$ cat config.mk
export PLATFORM = sky130hd
export DESIGN_NAME = serial_subtractor
export DESIGN_NICKNAME = d
export VERILOG_FILES = /design/src/rtl/serial_subtractor_pkg.sv /design/src/rtl/serial_subtractor_sub_digit.sv /design/src/rtl/serial_subtractor.sv
export SDC_FILE = /design/constraint.sdc
export NUM_CORES = 1
export LEC_CHECK = 0
export ABC_AREA = 0
export ABC_CLOCK_PERIOD_IN_PS = 5690
export BUFFER_PORTS_ARGS = -buffer_cell sky130_fd_sc_hd__buf_2
export CAP_MARGIN = 5
export CORE_MARGIN = 2
export CORE_UTILIZATION = 30
export DETAILED_ROUTE_END_ITERATION = 10
export PLACE_DENSITY_LB_ADDON = 0.12
export SYNTH_ARGS = -nofsm -noshare
export SYNTH_HDL_FRONTEND = slang
export SYNTH_SLANG_ARGS = --single-unit
$ cat constraint.sdc
create_clock -name clk -period 5.69 [get_ports clk]
set_input_delay 1.138 -clock clk [delete_from_list [all_inputs] [get_ports clk]]
set_output_delay 1.138 -clock clk [all_outputs]
set_load 0.05 [all_outputs]
$ cat src/rtl/serial_subtractor_pkg.sv
// Shared types and sizing helpers for the digit-serial subtractor.
package serial_subtractor_pkg;

  // Control state. IDLE accepts operands, RUN steps digits, DONE holds the result.
  typedef enum logic [1:0] {
    IDLE = 2'd0,
    RUN  = 2'd1,
    DONE = 2'd2
  } state_t;

  // Number of digit steps needed to cover the full operand width.
  function automatic int calc_steps(input int width, input int digit);
    return width / digit;
  endfunction

  // Counter width able to hold values 0..steps.
  function automatic int calc_cnt_width(input int steps);
    return $clog2(steps + 1);
  endfunction

endpackage

$ cat src/rtl/serial_subtractor_sub_digit.sv
// Combinational DIGIT-bit ripple-borrow subtractor: {bo, d} = x - y - bi.
// Built as a chain of single-bit full-subtractor cells.
module sub_digit #(
  parameter int DIGIT = 4
) (
  input  logic [DIGIT-1:0] x,
  input  logic [DIGIT-1:0] y,
  input  logic             bi,
  output logic [DIGIT-1:0] d,
  output logic             bo
);

  // br[i] is the borrow into bit i; br[DIGIT] leaves the digit.
  logic [DIGIT:0] br;

  assign br[0] = bi;

  genvar gi;
  generate
    for (gi = 0; gi < DIGIT; gi = gi + 1) begin : gen_bit
      // Per-bit difference and borrow: borrow when x < y + borrow-in.
      assign d[gi]      = x[gi] ^ y[gi] ^ br[gi];
      assign br[gi + 1] = (~x[gi] & y[gi]) | (~(x[gi] ^ y[gi]) & br[gi]);
    end
  endgenerate

  assign bo = br[DIGIT];

endmodule

$ cat src/rtl/serial_subtractor.sv
// Digit-serial subtractor: diff = a - b - bin over WIDTH bits, DIGIT bits per clock.
// Operands are latched on acceptance, shifted through a single digit cell least
// significant digit first, and the result is held until the consumer takes it.
// Optional build macro SERIAL_SUB_OVF_EN adds a signed-overflow output ovf.
module serial_subtractor
  import serial_subtractor_pkg::*;
#(
  parameter int WIDTH = 16,
  parameter int DIGIT = 4
) (
  input  logic             clk,
  input  logic             rst_n,
  input  logic             in_valid,
  output logic             in_ready,
  input  logic [WIDTH-1:0] a,
  input  logic [WIDTH-1:0] b,
  input  logic             bin,
  output logic             out_valid,
  input  logic             out_ready,
  output logic [WIDTH-1:0] diff,
  output logic             bout,
  output logic             busy
`ifdef SERIAL_SUB_OVF_EN
  ,
  output logic             ovf
`endif
);

  localparam int N  = calc_steps(WIDTH, DIGIT);
  localparam int CW = calc_cnt_width(N);
  localparam logic [CW-1:0] LAST = CW'(N - 1);

  state_t state_reg;
  state_t state_next;

  logic [WIDTH-1:0] a_reg;
  logic [WIDTH-1:0] b_reg;
  logic [WIDTH-1:0] diff_reg;
  logic             borrow_reg;
  logic [CW-1:0]    cnt_reg;

  logic             accept;
  logic             step;
  logic [DIGIT-1:0] digit_d;
  logic             digit_bo;
  logic [WIDTH-1:0] diff_shift;

  // Single digit cell shared across all steps; the borrow reg chains digits.
  sub_digit #(
    .DIGIT(DIGIT)
  ) u_digit (
    .x (a_reg[DIGIT-1:0]),
    .y (b_reg[DIGIT-1:0]),
    .bi(borrow_reg),
    .d (digit_d),
    .bo(digit_bo)
  );

  // New digit enters at the top so after N steps the LSD sits at bit 0.
  generate
    if (DIGIT == WIDTH) begin : gen_single_step
      assign diff_shift = digit_d;
    end else begin : gen_multi_step
      assign diff_shift = {digit_d, diff_reg[WIDTH-1:DIGIT]};
    end
  endgenerate

  // State register.
  always_ff @(posedge clk or negedge rst_n) begin
    if (!rst_n) begin
      state_reg <= IDLE;
    end else begin
      state_reg <= state_next;
    end
  end

  // Next-state and handshake decode; in_ready depends on state only.
  always_comb begin
    state_next = state_reg;
    in_ready   = 1'b0;
    out_valid  = 1'b0;
    busy       = 1'b0;
    accept     = 1'b0;
    step       = 1'b0;
    case (state_reg)
      IDLE: begin
        in_ready = 1'b1;
        if (in_valid) begin
          accept     = 1'b1;
          state_next = RUN;
        end
      end
      RUN: begin
        busy = 1'b1;
        step = 1'b1;
        if (cnt_reg == LAST) begin
          state_next = DONE;
        end
      end
      DONE: begin
        busy      = 1'b1;
        out_valid = 1'b1;
        if (out_ready) begin
          state_next = IDLE;
        end
      end
      default: begin
        state_next = IDLE;
      end
    endcase
  end

  // Datapath: latch operands on accept, then shift one digit per RUN cycle.
  always_ff @(posedge clk or negedge rst_n) begin
    if (!rst_n) begin
      a_reg      <= '0;
      b_reg      <= '0;
      diff_reg   <= '0;
      borrow_reg <= 1'b0;
      cnt_reg    <= '0;
    end else if (accept) begin
      a_reg      <= a;
      b_reg      <= b;
      borrow_reg <= bin;
      cnt_reg    <= '0;
    end else if (step) begin
      a_reg      <= a_reg >> DIGIT;
      b_reg      <= b_reg >> DIGIT;
      diff_reg   <= diff_shift;
      borrow_reg <= digit_bo;
      cnt_reg    <= cnt_reg + CW'(1);
    end
  end

  assign diff = diff_reg;
  assign bout = borrow_reg;

`ifdef SERIAL_SUB_OVF_EN
  logic a_msb_reg;
  logic b_msb_reg;

  // Operand sign bits are shifted out during RUN, so keep copies from acceptance.
  always_ff @(posedge clk or negedge rst_n) begin
    if (!rst_n) begin
      a_msb_reg <= 1'b0;
      b_msb_reg <= 1'b0;
    end else if (accept) begin
      a_msb_reg <= a[WIDTH-1];
      b_msb_reg <= b[WIDTH-1];
    end
  end

  // Borrow into the MSB differs from borrow out of it exactly on signed overflow.
  assign ovf = a_msb_reg ^ b_msb_reg ^ diff_reg[WIDTH-1] ^ borrow_reg;
`endif

endmodule

==> flow_summary.yaml <==
run_status:
  outcome: "finished, final reports clean"
worst_hold_path:
  hold_start: "diff[2]$_DFFE_PN0P_"
  hp-class: "reg -> reg"
global_route:
  antenna_found_initial: 0
  grt_max_degree: 69
  grt_pass1_vias: 1611
  grt_pass1_wl_mm: 7.72
  overflow: 0
  grtUsageTotal: 0.113
yosys:
  yosys.cell_types.count: 22
  synth_area_per_cell_sq_um: 11.6
  synth_adder_area_share: 0.0571
  syn_inst: 216
  synthMuxAreaShare: 0.182
  yosysWarnings: 0
  ys_ff_latch: 54
  synth_compound_area_frac: 0.0771
  syn_area_sq_um: 2500
  synth_xor_xnor_area_share: 0.00351
  yosys.area_share.simple: 0.0736
  syn-num-nets: 262
  synth_top_family_by_area: "multiplexers"
  ys_seq_area_frac: 0.541
sta:
  rsz0062_at_grt: "no"
  skew_ps: 11.7
  final_max_slew_viol_count: 0
  max_freq_mhz: 408
  tightest_slew_ps: 701
  min_period_ps: 2450
  finalHoldViolCount: 0
  layout_worst_path_cycle_share: 0.431
  maxSlewHeadroom: 0.533
  finalSetupTns_ps: 0
  setup_viol: 0
final_layout:
  fin_nets: 313
  final_util: 0.357
  drive_above_1_share: 0.313
  antenna_cells: 0
  area_delta_synth_final_pct: 16.1
routing:
  wire_per_inst_microns: 12.9
  vias_per_cell: 4.40
  drtAntennaViolNets: 0
  wl_mm: 4.81
  first_pass_iters: 4
  drc: 0
  vias: 1642
  drt_iter0_markers: 37
job:
  max-cap-violations: 0
cts:
  root_buffer: "clkbuf_8"
  cts_buffers: 5
  cts_hold_buffers: 0
  cts_tree: "yes"
  post_cts_buffers: 0
  clock-sinks: 54
  clock_latency_ps: 310
  cts_buffer_depth: 2
  h-tree-depth: 2
  cts-resized-gates: 0
  clk_pin_slew_ps: 90
worst_setup_path:
  critPathMaxFanout: 4
  worstSetupStartpoint: "state_reg[1]$_DFFE_PN0P_"
  crit_chain: "inv_1 > ha_1 > buf_2"
  reg2reg_from: "bout$_DFFE_PN0P_"
  path_class: "reg -> out"
  cp.required_ps: 4550
  critPathMaxStageDelay_ps: 390
  cp-start-kind: "flip-flop"
  endpoint_kind: "primary output"
  cpMaxStageDelayCell: "dfrtp_1"
  arrival_ps: 1310
placement:
  io_buffers: 56
  hpwlAfterDp_mm: 3.16
  place_congestion: 0.684
die:
  rows: 33
  initial_core_util: 0.307
  die_y_microns: 95.3
  die_area_sq_um: 9070
  die_w_microns: 95.3
  core_sq_um: 8130
  io_pins: 57
power_and_ir_drop:
  p_per_area_nw_per_um2: 624
  ir_worst_vdd_mv: 0.158
  p_leak_nw: 1.37
per-layer routing:
layer	wire length [microns]	part of all wire	track usage	vias up
met3	195	0.041	0.0316	2
met1	2340	0.49	0.147	784
met2	2220	0.46	0.178	38
li1	-	-	-	818
met4	51	0.011	0.0435	0
met5	0	0	0	-
cell families after synthesis:
family | Yosys count
adder cells (fa/ha/maj) | 9
multiplexers | 43
flip-flops | 54
AND/OR/NAND/NOR | 47
AO/OA/AOI/OAI | 36
XOR/XNOR | 1
buffers and inverters | 26
worst paths after layout:
path	end	slack, ps	cells after the start
max in group asynchronous	b_reg[8]$_DFFE_PN0P_	4270	2
min in group asynchronous	state_reg[0]$_DFFE_PN0P_	950	2
worst min register to register	diff[2]$_DFFE_PN0P_	510	1
worst max register to register	diff[15]$_DFFE_PN0P_	3430	8
worst max-delay path	in_ready	3240	3
worst min-delay path	diff[2]$_DFFE_PN0P_	510	1
cells in the final DEF, fill, tap and decap left out:
cell type	synthesis	layout
fa_1	4	4
clkinv_2	0	1
clkbuf_1	1	1
mux2_2	14	14
buf_2	3	56
ha_2	0	1
mux2i_1	27	27
o21ai_0	34	34
mux2_1	1	1
nor2_1	3	3
and2_4	1	1
dfrtp_1	54	54
nand2_1	42	42
ha_1	5	4
buf_4	2	2
mux2_4	1	1
clkbuf_8	0	6
o221ai_2	1	1
xnor2_1	1	1
a211oi_1	1	1
inv_4	1	1
nand2b_1	1	1
inv_1	11	11
critical path: cells and delay by family, from the launching register on:
kind / cells / cell delay, ps
DFF: 1 / 390
buffers and inverters: 2 / 390
adders and majority gates: 1 / 220
area by class of cell:
cell class | instances | area (sq um)
fillers | 835 | 5230
flip-flops and latches | 54 | 1350
multi-input cells | 136 | 985
repair buffers | 58 | 295
well taps | 105 | 131
clock buffers | 7 | 86.3
inverters | 12 | 47.5
clock inverters | 1 | 5.00
Yosys cell counts:
library cell / number / area [sq um]
dfrtp_1: 54 / 1350
nand2_1: 42 / 158
o21ai_0: 34 / 170
mux2i_1: 27 / 270
mux2_2: 14 / 158
inv_1: 11 / 41.3
buf_6: 7 / 78.8
ha_1: 5 / 62.6
fa_1: 4 / 80.1
buf_2: 3 / 15.0
nor2_1: 3 / 11.3
buf_4: 2 / 15.0
a211oi_1: 1 / 7.51
and2_4: 1 / 8.76
clkbuf_1: 1 / 3.75
clkbuf_2: 1 / 5.00
inv_4: 1 / 6.26
mux2_1: 1 / 11.3
mux2_4: 1 / 15.0
nand2b_1: 1 / 6.26
o221ai_2: 1 / 15.0
xnor2_1: 1 / 8.76
report_power, final:
| group | internal, mW | switching [mW] |
|---|---|---|
| Clock | 0.0985 | 0.121 |
| Sequential | 0.566 | 0.106 |
| Combinational | 0.332 | 0.588 |
| Total | 0.997 | 0.815 |
metrics by stage:
stage	power (mW)	hold WS, ps	cell area, sq um	setup slack, ps	instances
6_report	1.81	507	2900	3240	373
4_1_cts	1.85	513	2900	3220	373
3_5_place_dp	1.62	491	2810	3430	365
2_1_floorplan	1.46	490	2500	3210	216
5_1_grt	1.96	533	2900	3150	373
3_3_place_gp	1.61	485	2810	3440	365
No activity file was read; power rests on OpenSTA's default activity.
